### config.mk
export PLATFORM = sky130hd
export DESIGN_NAME = uart_rx_receiver
export DESIGN_NICKNAME = d
export VERILOG_FILES = /design/src/rtl/uart_rx_receiver.sv
export SDC_FILE = /design/constraint.sdc
export NUM_CORES = 1
export LEC_CHECK = 0
export ABC_AREA = 1
export CORE_MARGIN = 1
export CORE_UTILIZATION = 33
export CTS_CLUSTER_DIAMETER = 200
export DETAILED_ROUTE_END_ITERATION = 7
export DONT_BUFFER_PORTS = 1
export GPL_ROUTABILITY_DRIVEN = 0
export HOLD_SLACK_MARGIN = 0.15
export SYNTH_ARGS = -nofsm -noshare
export SYNTH_HDL_FRONTEND = slang
export SYNTH_SLANG_ARGS = --single-unit
### constraint.sdc
create_clock -name clk -period 1.55 [get_ports clk]
set_input_delay 0.0775 -clock clk [delete_from_list [all_inputs] [get_ports clk]]
set_output_delay 0.0775 -clock clk [all_outputs]
set_load 0.05 [all_outputs]
### src/rtl/uart_rx_receiver.sv
// uart_rx_receiver
//   Bit-per-clock UART receive stage sitting directly behind the UART
//   transmitter in the same clock domain. It deserialises start/data/parity/
//   stop frames, including multi-word packets whose follow-on words carry no
//   start bit. It also drives the rx_ready handshake back to the transmitter
//   and holds each received word in a one-entry register with valid/accept
//   flow control.
//
// Optional feature macro: UART_RX_ERR_CNT_EN
//   When defined, saturating parity/frame error counters are added as ports.
//
// Ports:
//   clk            system clock, rising edge
//   rst_n          asynchronous active-low reset
//   serial_in      serial line from transmitter, idles high
//   packet_struct  [3:0] data bits per word minus 1, [7:5] words per packet minus 1
//   rx_ready       receiver can take the next word (start or follow-on)
//   rx_data        held word, LSB = first bit received, unused high bits 0
//   rx_valid       holding register full
//   rx_accept      consumer takes rx_data when rx_valid & rx_accept
//   rx_last        held word is the last word of its packet
//   parity_err     even-parity mismatch for held word
//   frame_err      stop bit sampled low for held word
//   parity_err_cnt saturating count of parity errors (macro only)
//   frame_err_cnt  saturating count of frame errors (macro only)
module uart_rx_receiver #(
  parameter int DATA_W = 16,
  parameter int CNT_W  = 8
) (
  input  logic              clk,
  input  logic              rst_n,
  input  logic              serial_in,
  input  logic [7:0]        packet_struct,
  output logic              rx_ready,
  output logic [DATA_W-1:0] rx_data,
  output logic              rx_valid,
  input  logic              rx_accept,
  output logic              rx_last,
  output logic              parity_err,
  output logic              frame_err
`ifdef UART_RX_ERR_CNT_EN
  ,
  output logic [CNT_W-1:0]  parity_err_cnt,
  output logic [CNT_W-1:0]  frame_err_cnt
`endif
);

  localparam int BIT_W = $clog2(DATA_W);

  typedef enum logic [2:0] {S_IDLE, S_DATA, S_PARITY, S_STOP, S_WAIT} state_t;

  state_t            state_q, state_d;
  logic [BIT_W-1:0]  bit_cnt_q, bit_cnt_d;
  logic [BIT_W-1:0]  n_q, n_d;
  logic [2:0]        word_cnt_q, word_cnt_d;
  logic [2:0]        m_q, m_d;
  logic [DATA_W-1:0] shift_q, shift_d;
  logic              par_bad_q, par_bad_d;
  logic [DATA_W-1:0] rx_data_q, rx_data_d;
  logic              rx_valid_q, rx_valid_d;
  logic              rx_last_q, rx_last_d;
  logic              parity_err_q, parity_err_d;
  logic              frame_err_q, frame_err_d;
  logic [CNT_W-1:0]  par_cnt_q, par_cnt_d;
  logic [CNT_W-1:0]  frm_cnt_q, frm_cnt_d;

  // Bit 4 of packet_struct carries no meaning.
  logic pkt_unused;
  assign pkt_unused = packet_struct[4];

  function automatic logic [CNT_W-1:0] sat_inc(input logic [CNT_W-1:0] v);
    return (&v) ? v : v + CNT_W'(1);
  endfunction

  // Ready only with an empty holding register and at a word boundary, so the
  // transmitter can never advance while a received word is still pending.
  assign rx_ready = ~rx_valid_q & ((state_q == S_IDLE) | (state_q == S_WAIT));

  always_comb begin
    state_d      = state_q;
    bit_cnt_d    = bit_cnt_q;
    n_d          = n_q;
    word_cnt_d   = word_cnt_q;
    m_d          = m_q;
    shift_d      = shift_q;
    par_bad_d    = par_bad_q;
    rx_data_d    = rx_data_q;
    rx_valid_d   = rx_valid_q;
    rx_last_d    = rx_last_q;
    parity_err_d = parity_err_q;
    frame_err_d  = frame_err_q;
    par_cnt_d    = par_cnt_q;
    frm_cnt_d    = frm_cnt_q;

    // A load only happens in STOP, where rx_valid is already 0, so the
    // consumer-side clear can be applied first and overridden below.
    if (rx_valid_q && rx_accept) rx_valid_d = 1'b0;

    case (state_q)
      S_IDLE: begin
        if (!serial_in && rx_ready) begin
          state_d    = S_DATA;
          n_d        = packet_struct[BIT_W-1:0];
          m_d        = packet_struct[7:5];
          bit_cnt_d  = '0;
          word_cnt_d = '0;
          shift_d    = '0;
        end
      end
      S_DATA: begin
        shift_d[bit_cnt_q] = serial_in;
        bit_cnt_d          = bit_cnt_q + BIT_W'(1);
        if (bit_cnt_q == n_q) state_d = S_PARITY;
      end
      S_PARITY: begin
        // Bits above N are 0 in shift, so the full-width XOR is even parity
        // over just the transmitted bits.
        par_bad_d = serial_in ^ (^shift_q);
        state_d   = S_STOP;
      end
      S_STOP: begin
        rx_data_d    = shift_q;
        parity_err_d = par_bad_q;
        frame_err_d  = ~serial_in;
        rx_last_d    = (word_cnt_q == m_q);
        rx_valid_d   = 1'b1;
        if (par_bad_q)  par_cnt_d = sat_inc(par_cnt_q);
        if (!serial_in) frm_cnt_d = sat_inc(frm_cnt_q);
        state_d = (word_cnt_q == m_q) ? S_IDLE : S_WAIT;
      end
      S_WAIT: begin
        if (rx_ready) begin
          state_d    = S_DATA;
          word_cnt_d = word_cnt_q + 3'd1;
          bit_cnt_d  = '0;
          shift_d    = '0;
        end
      end
      default: state_d = S_IDLE;
    endcase
  end

  always_ff @(posedge clk or negedge rst_n) begin
    if (!rst_n) begin
      state_q      <= S_IDLE;
      bit_cnt_q    <= '0;
      n_q          <= '0;
      word_cnt_q   <= '0;
      m_q          <= '0;
      shift_q      <= '0;
      par_bad_q    <= 1'b0;
      rx_data_q    <= '0;
      rx_valid_q   <= 1'b0;
      rx_last_q    <= 1'b0;
      parity_err_q <= 1'b0;
      frame_err_q  <= 1'b0;
      par_cnt_q    <= '0;
      frm_cnt_q    <= '0;
    end else begin
      state_q      <= state_d;
      bit_cnt_q    <= bit_cnt_d;
      n_q          <= n_d;
      word_cnt_q   <= word_cnt_d;
      m_q          <= m_d;
      shift_q      <= shift_d;
      par_bad_q    <= par_bad_d;
      rx_data_q    <= rx_data_d;
      rx_valid_q   <= rx_valid_d;
      rx_last_q    <= rx_last_d;
      parity_err_q <= parity_err_d;
      frame_err_q  <= frame_err_d;
      par_cnt_q    <= par_cnt_d;
      frm_cnt_q    <= frm_cnt_d;
    end
  end

  assign rx_data    = rx_data_q;
  assign rx_valid   = rx_valid_q;
  assign rx_last    = rx_last_q;
  assign parity_err = parity_err_q;
  assign frame_err  = frame_err_q;

`ifdef UART_RX_ERR_CNT_EN
  assign parity_err_cnt = par_cnt_q;
  assign frame_err_cnt  = frm_cnt_q;
`else
  // Counters have no observer without the macro.
  logic cnt_unused;
  assign cnt_unused = ^{par_cnt_q, frm_cnt_q};
`endif

endmodule

Word level (Yosys, flattened, before mapping)
Cells that the tools add are included.
- flip-flop bits (word level): 54
- bits of input ports: 12
- output and inout bits: 21
- word-level logic and storage cells: 62
- add/subtract/negate cells: 2
- magnitude comparators: 2
- equality and inequality tests: 9
- multiplexer cells: 19
- bitwise gates (word level): 5
- reductions and logical operators: 13
- operator list (kind ; count):
    16-bit case mux with 3 select lines ; 1
    16-bit 2-to-1 mux ; 2
    3-bit 2-to-1 mux ; 6
    16-bit bitwise mux ; 1
    16-bit parity ; 1
    3-bit case mux with 5 select lines ; 1
    4-bit case mux with 3 select lines ; 1
    3-bit AND reduction ; 3
    4-bit 2-to-1 mux ; 2
    3-bit by 2-bit == test with 1-bit output, second input constant ; 2
    3-bit case mux with 2 select lines ; 1
    4-bit by 5-bit < comparator with 1-bit output, second input constant ; 1
    4-bit by 1-bit adder with 4-bit output, second input constant ; 1
    1-bit demux with 4-bit select ; 1
    4-bit == test ; 1
    4-bit by 1-bit greater-or-equal comparator with 1-bit output, second input constant ; 1
    2-bit inequality test, second input constant ; 2
    2-bit nonzero test ; 2
    3-bit by 1-bit adder with 3-bit output, second input constant ; 1
    3-bit by 1-bit == test with 1-bit output, second input constant ; 1
    3-bit == test ; 1
    3-bit == test, second input constant ; 1
    1-bit logical AND ; 3
    3-bit zero test ; 1
    other kinds (9) ; 12

Depth between registers and ports, before layout
Gate-level depths: netlist of run 1.
- word-level depth: 6
- mapped depth: 11
- gate-level depth less buffers: 11

Worst setup path before layout of run 1
No wires, ideal clock.
- path type: reg2reg
- from: register rx_valid_q (netlist: rx_valid)
- to: register shift_q[5]
- setup time: 0.139 ns
- arrival: 1.606 ns
- data required time: 1.411 ns
- setup slack: -0.195 ns
- stages on the path, launching flop included: 8
- path buffers: 1
- clock period less this slack: 1.745 ns
- cell sequence: dfrtp_1 nor2_4 nand2_4 nand3_2 nand2_2 buf_4 a21oi_1 o32ai_2
- word-level cells in the longest chain between the ends: 5
- elaborated cells on any way between the ends: 6
- classes of those cells: eq/ne (2); bitwise (2); reduce/logical (2)
- RTL lines (element ; RTL line ; text):
    from (decl) ; 60 ; logic rx_valid_q, rx_valid_d;
    from (signal assigned) ; 168 ; rx_valid_q <= rx_valid_d;
    1-bit inverter (*) ; 77 ; assign rx_ready = ~rx_valid_q & ((state_q == S_IDLE) | (state_q == S_WAIT));
    1-bit AND (*) ; 77 ;
    named net rx_ready ; 34 ; output logic rx_ready,
    1-bit logical AND ; 101 ; if (!serial_in && rx_ready) begin
    2-bit by 1-bit inequality test with 1-bit output (no line) ; n/a ;
    3-bit AND reduction (no line) (*) ; n/a ;
    to (signal assigned) ; 165 ; shift_q <= shift_d;
    to (decl) ; 57 ; logic [DATA_W-1:0] shift_q, shift_d;
Mark *: on every way through the listed nets, which the timed path passes. The rest lies on a longest branch.
A chain may end at the register's enable or synchronous reset.

Worst setup path in the final report of run 1
- from: register state_q[1]
- to: register shift_q[5]
- word-level cells in the longest chain between the ends: 6
- elaborated cells on any way between the ends: 11
- classes of those cells: eq/ne (4); mux (1); bitwise (2); reduce/logical (4)
- RTL lines (element ; RTL line ; text):
    from (decl) ; 52 ; state_t state_q, state_d;
    from (signal assigned) ; 160 ; state_q <= state_d;
    3-bit == test / 3-bit zero test (equally long branches) ; 77, 99 ;
    1-bit bitwise OR ; 77 ;
    1-bit AND ; 77 ;
    1-bit logical AND ; 101 ;
    2-bit by 1-bit inequality test with 1-bit output (no line) ; n/a ;
    3-bit AND reduction (no line) ; n/a ;
Several ways; a longest one is shown, not always the timed one.

==> flow_metrics.py, run 1 <==
metrics = {
    "cts": {
        "cts_max_level": 2,
        "cts_buffers": 5,
        "clock_latency_ns": 0.33,
        "cts.root.buffer_cell": "clkbuf_8",
        "clock_path_buffers": 2,
        "cts_tree": "built",
        "cts_sinks": 54,
        "clk_pin_slew_ns": 0.12,
    },
    "placement": {
        "placed_cells": 450,
        "port_buffers": 0,
        "place_area_um2": 3030,
        "hpwlAfterDp_um": 3960,
    },
    "finish": {
        "multiInputGateArea_um2": 1340,
        "layout_commonest_cell": "nand2_1",
        "nets": 387,
        "ff_latch_area_um2": 1350,
        "num_antenna_cells": 0,
        "stdcell_count": 476,
        "layout-drive-gt1-share_pct": 14.6,
        "mostFrequentLayoutCells": "nand2_1 (134), dfrtp_1 (52), inv_1 (31), o21ai_0 (19), nand3_1 (13)",
        "design_area_um2": 3390,
        "fin_util_pct": 40.8,
        "num-fill-cells": 825,
        "synthToLayoutAreaGrowth_pct": 18.2,
    },
    "global_routing": {
        "grt_pass1_vias": 2255,
        "antenna_found_initial": 0,
        "grt_overflow": 0,
        "grt_pass1_wl_um": 10200,
        "grt_util_all_layers_pct": 14.5,
        "grt_start_max_net_pins": 55,
    },
    "timing": {
        "rsz0062_at_grt": "yes",
        "period_minus_slack_ns": 1.58,
        "setup_viol": 11,
        "relSlewSlack_pct": 67.5,
        "worst_slew_pin_slew_ns": 0.487,
        "setup_ws_ns": -0.0262,
        "fin_worst_skew_ns": 0.0260,
        "period_share_pct": 102,
        "fmax_ghz": 0.634,
        "finalHoldViolations": 0,
        "timing.hold.ws_ns": 0.285,
        "slew_viol_final": 0,
    },
    "logic_synthesis": {
        "ys_ff_latch": 54,
        "synth-simple-area-share_pct": 25.2,
        "ys_top_cells_by_area": "dfrtp_1 (47%), nand2_1 (18%), inv_1 (4.2%)",
        "synth_compound_area_share_pct": 14.3,
        "synth_top_area_share_pct": 47.1,
        "netlist_area_um2": 2870,
        "yosysSeqAreaShare_pct": 47.1,
        "syn_avg_cell_area_um2": 8.24,
        "synth_nets": 365,
        "synth_top_family_by_area": "simple AND/OR/NAND/NOR gates",
        "ys.warnings.count": 0,
        "synth_area_leader_cell": "dfrtp_1",
        "synth_xor_area_share_pct": 3.36,
        "synth.area.mux_share_pct": 0,
        "synthAdderAreaFrac_pct": 2.18,
        "synthCells": 348,
        "ys_types": 31,
    },
    "floorplan": {
        "die_x_um": 95.2,
        "start_util_pct": 34.6,
        "pin_count": 33,
        "die_y_um": 95.2,
        "rows": 33,
        "dieArea_um2": 9070,
        "core_um2": 8300,
    },
    "drt": {
        "drt_iter0_drc": 146,
        "viasPerCell": 4.84,
        "ant_nets": 0,
        "dr.pass1.iters": 6,
        "wl_um": 6190,
        "wl_per_cell_um": 13.0,
        "drc_errors": 0,
        "route.vias.total": 2304,
    },
    "critical_path": {
        "cp.arrival_ns": 1.79,
        "worstSetupPathType": "register to register",
        "worst_setup_path_start_kind": "register",
        "critPathCaptureType": "register",
        "crit_path_max_fanout": 10,
        "required_ns": 1.76,
    },
    "power_and_ir_drop": {
        "p_per_area_nw_per_um2": 2130,
        "vdd_drop_max_mv": 0.732,
        "leakagePower_uw": 0.00159,
    },
    "hold_path": {
        "hp-class": "primary input to asynchronous set/reset pin",
    },
    "status": {
        "status": "finished with violations",
        "violations": "setup timing",
    },
    "flow_run": {
        "cap_violations": 0,
    },
}
-- power by group --
part	total [µW]	switching [µW]	internal (µW)
logic	3490	2030	1460
clock network	865	528	336
registers	2870	1030	1850
-- metal layers --
| layer | GRT usage, % | up-vias | wire length [µm] |
|---|---|---|---|
| li1 | - | 1177 | - |
| met2 | 24.9 | 60 | 2960 |
| met5 | 0 | - | 0 |
| met1 | 18.3 | 1058 | 2910 |
| met4 | 4.55 | 0 | 89 |
| met3 | 2.79 | 9 | 228 |
-- timing repair --
| item | 4_1_cts | 5_1_grt |
|---|---|---|
| endpoints found under the hold margin | 65 | 0 |
| buffers inserted | 0 | 5 |
| resized for setup | 0 | 11 |
| setup endpoints to repair | 0 | 22 |
| hold buffers | 11 | 0 |
-- worst max-delay path, stage by stage, from the launching register on --
cell and delay (ns):
dfrtp_1 0.46, inv_2 0.14, nand2_4 0.08, o22ai_1 0.24
nand2_4 0.13, clkbuf_16 0.19, a21oi_2 0.13, o32ai_2 0.08
-- final cells by class --
class	instances	area share [%]
clock buffer	5	2.03
clock inverter	3	0.849
inverter	37	4.25
multi-input combinational	245	39.6
sequential	54	39.9
tap	105	3.88
timing repair buffer	27	9.45
-- metrics by stage --
stage / total power, µW / setup slack (ns) / setup TNS [ns]
floorplan: 5240 / -0.0537 / -0.642
global placement: 5770 / 0.0942 / 0
detailed placement: 5850 / 0.0527 / 0
CTS: 6780 / 0.0291 / 0
global route: 7750 / -0.0882 / -1.22
finish: 7230 / -0.0262 / -0.143
-- cell usage after synthesis (all sizes together) --
library cell	count
nand3b	1
ha	5
o22ai	3
nand3	15
o32ai	16
o21ai	24
a21oi	18
nor2	11
xor2	3
dfrtp	54
o21a	1
xnor2	8
nand2	137
nor3	3
inv	37
buf	8
clkbuf	4
-- final timing paths --
check / startpoint / endpoint / slack (ns) / cells after the start
max in group asynchronous: rst_n / state_q[2]$_DFFE_PN0P_ / 1.01 / 2
min: rst_n / bit_cnt_q[1]$_DFFE_PN0P_ / 0.29 / 2
max reg2reg: state_q[1]$_DFFE_PN0P_ / shift_q[5]$_DFFE_PN0P_ / -0.03 / 7
max: state_q[1]$_DFFE_PN0P_ / shift_q[5]$_DFFE_PN0P_ / -0.03 / 7
min in group clk: rx_accept / rx_valid$_DFFE_PN0P_ / 0.37 / 2
min reg2reg: m_q[2]$_DFFE_PN0P_ / m_q[2]$_DFFE_PN0P_ / 0.50 / 2
-- registers in the layout, indices dropped and copies added, names as in the netlist, 3 cells and up --
signal / count
bit_cnt_q: 4
m_q: 3
n_q: 4
rx_data: 16
shift_q: 16
state_q: 3
word_cnt_q: 3
-- cells by family after synthesis --
kind of cell             count (synthesis)
buffers and inverters                   49
adder cells (fa/ha/maj)                  5
XOR/XNOR                                11
flip-flops                              54
AO/OA/AOI/OAI                           62
AND/OR/NAND/NOR                        167
(Power assumes the default switching activity.)
==> run 2, diff against run 1 <==
--- a/config.mk
+++ b/config.mk
@@ -7,7 +7,7 @@
 export LEC_CHECK = 0
 export ABC_AREA = 1
 export CORE_MARGIN = 1
-export CORE_UTILIZATION = 33
+export CORE_UTILIZATION = 48
 export CTS_CLUSTER_DIAMETER = 200
 export DETAILED_ROUTE_END_ITERATION = 7
 export DONT_BUFFER_PORTS = 1
==> run 2 against run 1 <==
The flow now finishes without violations. Die area down 31%. Register-to-register slack better by 0.095 ns. Wire length down 7.2%. Sequential power about the same. Maximum frequency up 6.4%. Setup slack better by 0.095 ns. Critical path depth up 1. Non-clock buffer count down 3. Core utilization up 17 points. Clock skew down 0.021 ns. Largest power group unchanged. Cell count down 8.0%. Clock-buffer cell count up 1.
==> flow_metrics.py, run 2 (synthesis gave the netlist of run 1 again) <==
metrics = {
    "timing": {
        "rsz0062_at_grt": "yes",
        "fmax_ghz": 0.675,
        "relSlewSlack_pct": 63.5,
        "finalHoldViolations": 0,
        "worst_slew_pin_slew_ns": 0.547,
        "slew_viol_final": 0,
        "fin_worst_skew_ns": 0.00540,
        "period_minus_slack_ns": 1.48,
        "setup_viol": 0,
        "period_share_pct": 95.5,
        "fin_tns_setup_ns": 0,
        "timing.hold.ws_ns": 0.154,
    },
    "critical_path": {
        "worstSetupPathType": "register to register",
        "crit_cells": 8,
        "cp_num_buf_inv": 2,
        "worst_setup_path_start_kind": "register",
        "max_stage_delay_ns": 0.44,
        "cp.arrival_ns": 1.68,
        "critPathCaptureType": "register",
        "cp_slowest_cell": "dfrtp_1",
        "cp_cell_sequence": "buf_4, o22ai_1, nand2_4, buf_12, nor2_8, nand3_2, nand2_1, nor2_1",
        "crit_path_max_fanout": 10,
        "critPathTopFamily": "flip-flops",
        "r2r-start": "state_q[1]$_DFFE_PN0P_",
        "reg2reg_slack_ns": 0.07,
        "r2r_end": "word_cnt_q[2]$_DFFE_PN0P_",
        "required_ns": 1.75,
        "worst_r2r_path_depth": 8,
    },
    "power_and_ir_drop": {
        "vdd_drop_max_mv": 0.944,
        "combPwrFrac_pct": 46.3,
        "p_per_area_nw_per_um2": 2100,
        "p_sw_uw": 3380,
        "p_sw_share_pct": 49.4,
        "pwr-share-seq_pct": 42.3,
        "leakagePower_uw": 0.00155,
        "p_int_uw": 3460,
        "p_clk_share_pct": 11.4,
    },
    "floorplan": {
        "rows": 27,
        "pin_count": 33,
        "die_y_um": 79.3,
        "start_util_pct": 50.8,
        "core_um2": 5640,
        "dieArea_um2": 6290,
        "die_x_um": 79.3,
    },
    "global_routing": {
        "grt_overflow": 0,
        "antenna_found_initial": 0,
        "grt_pass1_wl_um": 9560,
        "grt_pass1_vias": 2096,
        "grt_util_all_layers_pct": 19.7,
        "grt_start_max_net_pins": 55,
    },
    "drt": {
        "dr.pass1.iters": 4,
        "drt_iter0_drc": 111,
        "wl_per_cell_um": 13.1,
        "wl_um": 5750,
        "drc_errors": 0,
        "route.vias.total": 2198,
        "viasPerCell": 5.02,
        "ant_nets": 0,
    },
    "cts": {
        "cts_max_level": 2,
        "clock_latency_ns": 0.30,
        "cts.root.buffer_cell": "clkbuf_8",
        "cts_sinks": 54,
        "clk_pin_slew_ns": 0.09,
        "cts_buffers": 5,
        "cts_tree": "built",
        "clock_path_buffers": 2,
    },
    "finish": {
        "fin_util_pct": 57.8,
        "layout-drive-gt1-share_pct": 12.8,
        "multiInputGateArea_um2": 1340,
        "mostFrequentLayoutCells": "nand2_1 (134), dfrtp_1 (52), inv_1 (32), o21ai_0 (19)",
        "layout_commonest_cell": "nand2_1",
        "num_antenna_cells": 0,
        "nets": 384,
        "synthToLayoutAreaGrowth_pct": 13.7,
        "num-fill-cells": 521,
        "ff_latch_area_um2": 1350,
        "design_area_um2": 3260,
    },
    "hold_path": {
        "holdPathEnd": "par_bad_q$_DFFE_PN0P_",
        "min_from": "serial_in",
        "hp-class": "primary input to register",
        "holdPathStages": 6,
    },
    "status": {
        "status": "finished clean",
    },
    "placement": {
        "port_buffers": 0,
        "place_area_um2": 2970,
        "hpwlAfterDp_um": 3870,
    },
    "flow_run": {
        "cap_violations": 0,
    },
}
[run 2: cell count changes in the layout (fill, tap and decap cells not counted), sizes merged]
cell    before  now
clkinv       2    0
inv         38   37
buf         15   13
[run 2: area by class of cell]
cell class,instances,area share [%]
inverters,37,4.33
flip-flops and latches,54,41.5
well taps,72,2.76
clock buffers,6,2.53
repair buffers,24,7.83
multi-input cells,245,41.0
[run 2: per-stage QoR]
| step | total power (µW) | setup slack, ns | cells |
|---|---|---|---|
| after floorplan | 5240 | -0.0537 | 348 |
| after global placement | 5730 | 0.0853 | 417 |
| after detailed placement | 5800 | 0.0630 | 417 |
| after CTS | 6630 | 0.0490 | 434 |
| after global routing | 7360 | -0.0443 | 438 |
| final | 6840 | 0.0693 | 438 |
[run 2: how the worst max path moves through the flow]
stage	from	end	slack (ns)
finish	state_q[1]$_DFFE_PN0P_	word_cnt_q[2]$_DFFE_PN0P_	0.07
global route	state_q[1]$_DFFE_PN0P_	rx_data[1]$_DFFE_PN0P_	-0.04
CTS	state_q[1]$_DFFE_PN0P_	word_cnt_q[2]$_DFFE_PN0P_	0.05
detailed placement	state_q[1]$_DFFE_PN0P_	word_cnt_q[2]$_DFFE_PN0P_	0.06
global placement	state_q[1]$_DFFE_PN0P_	word_cnt_q[2]$_DFFE_PN0P_	0.09
floorplan	state_q[1]$_DFFE_PN0P_	word_cnt_q[2]$_DFFE_PN0P_	-0.05
[run 2: worst min-delay path: cells and delay by family]
family / cells / cell delay, ns
simple gates: 6 / 0.34
[run 2: timing repair]
item | 4_1_cts | 5_1_grt
resized for setup | 0 | 7
setup buffers | 0 | 3
endpoints found under the setup margin | 0 | 7
endpoints found under the hold margin | 64 | 0
hold buffers | 11 | 0
[run 2: power groups by stage]
stage                     sequential (µW)  clock (µW)  combinational [µW]
after floorplan                      2910           0                2330
after global placement               2910           0                2820
after detailed placement             2920           0                2870
after CTS                            2890         798                2940
after global routing                 2960         869                3520
final                                2890         781                3160
[run 2: per-layer routing]
metal  track usage, %  up-vias  routed length [µm]
met5                0        -                   0
met4             4.91        0                  23
met3             4.25        2                 200
met2             32.2       46                2690
met1             26.5      985                2830
li1                 -     1165                   -
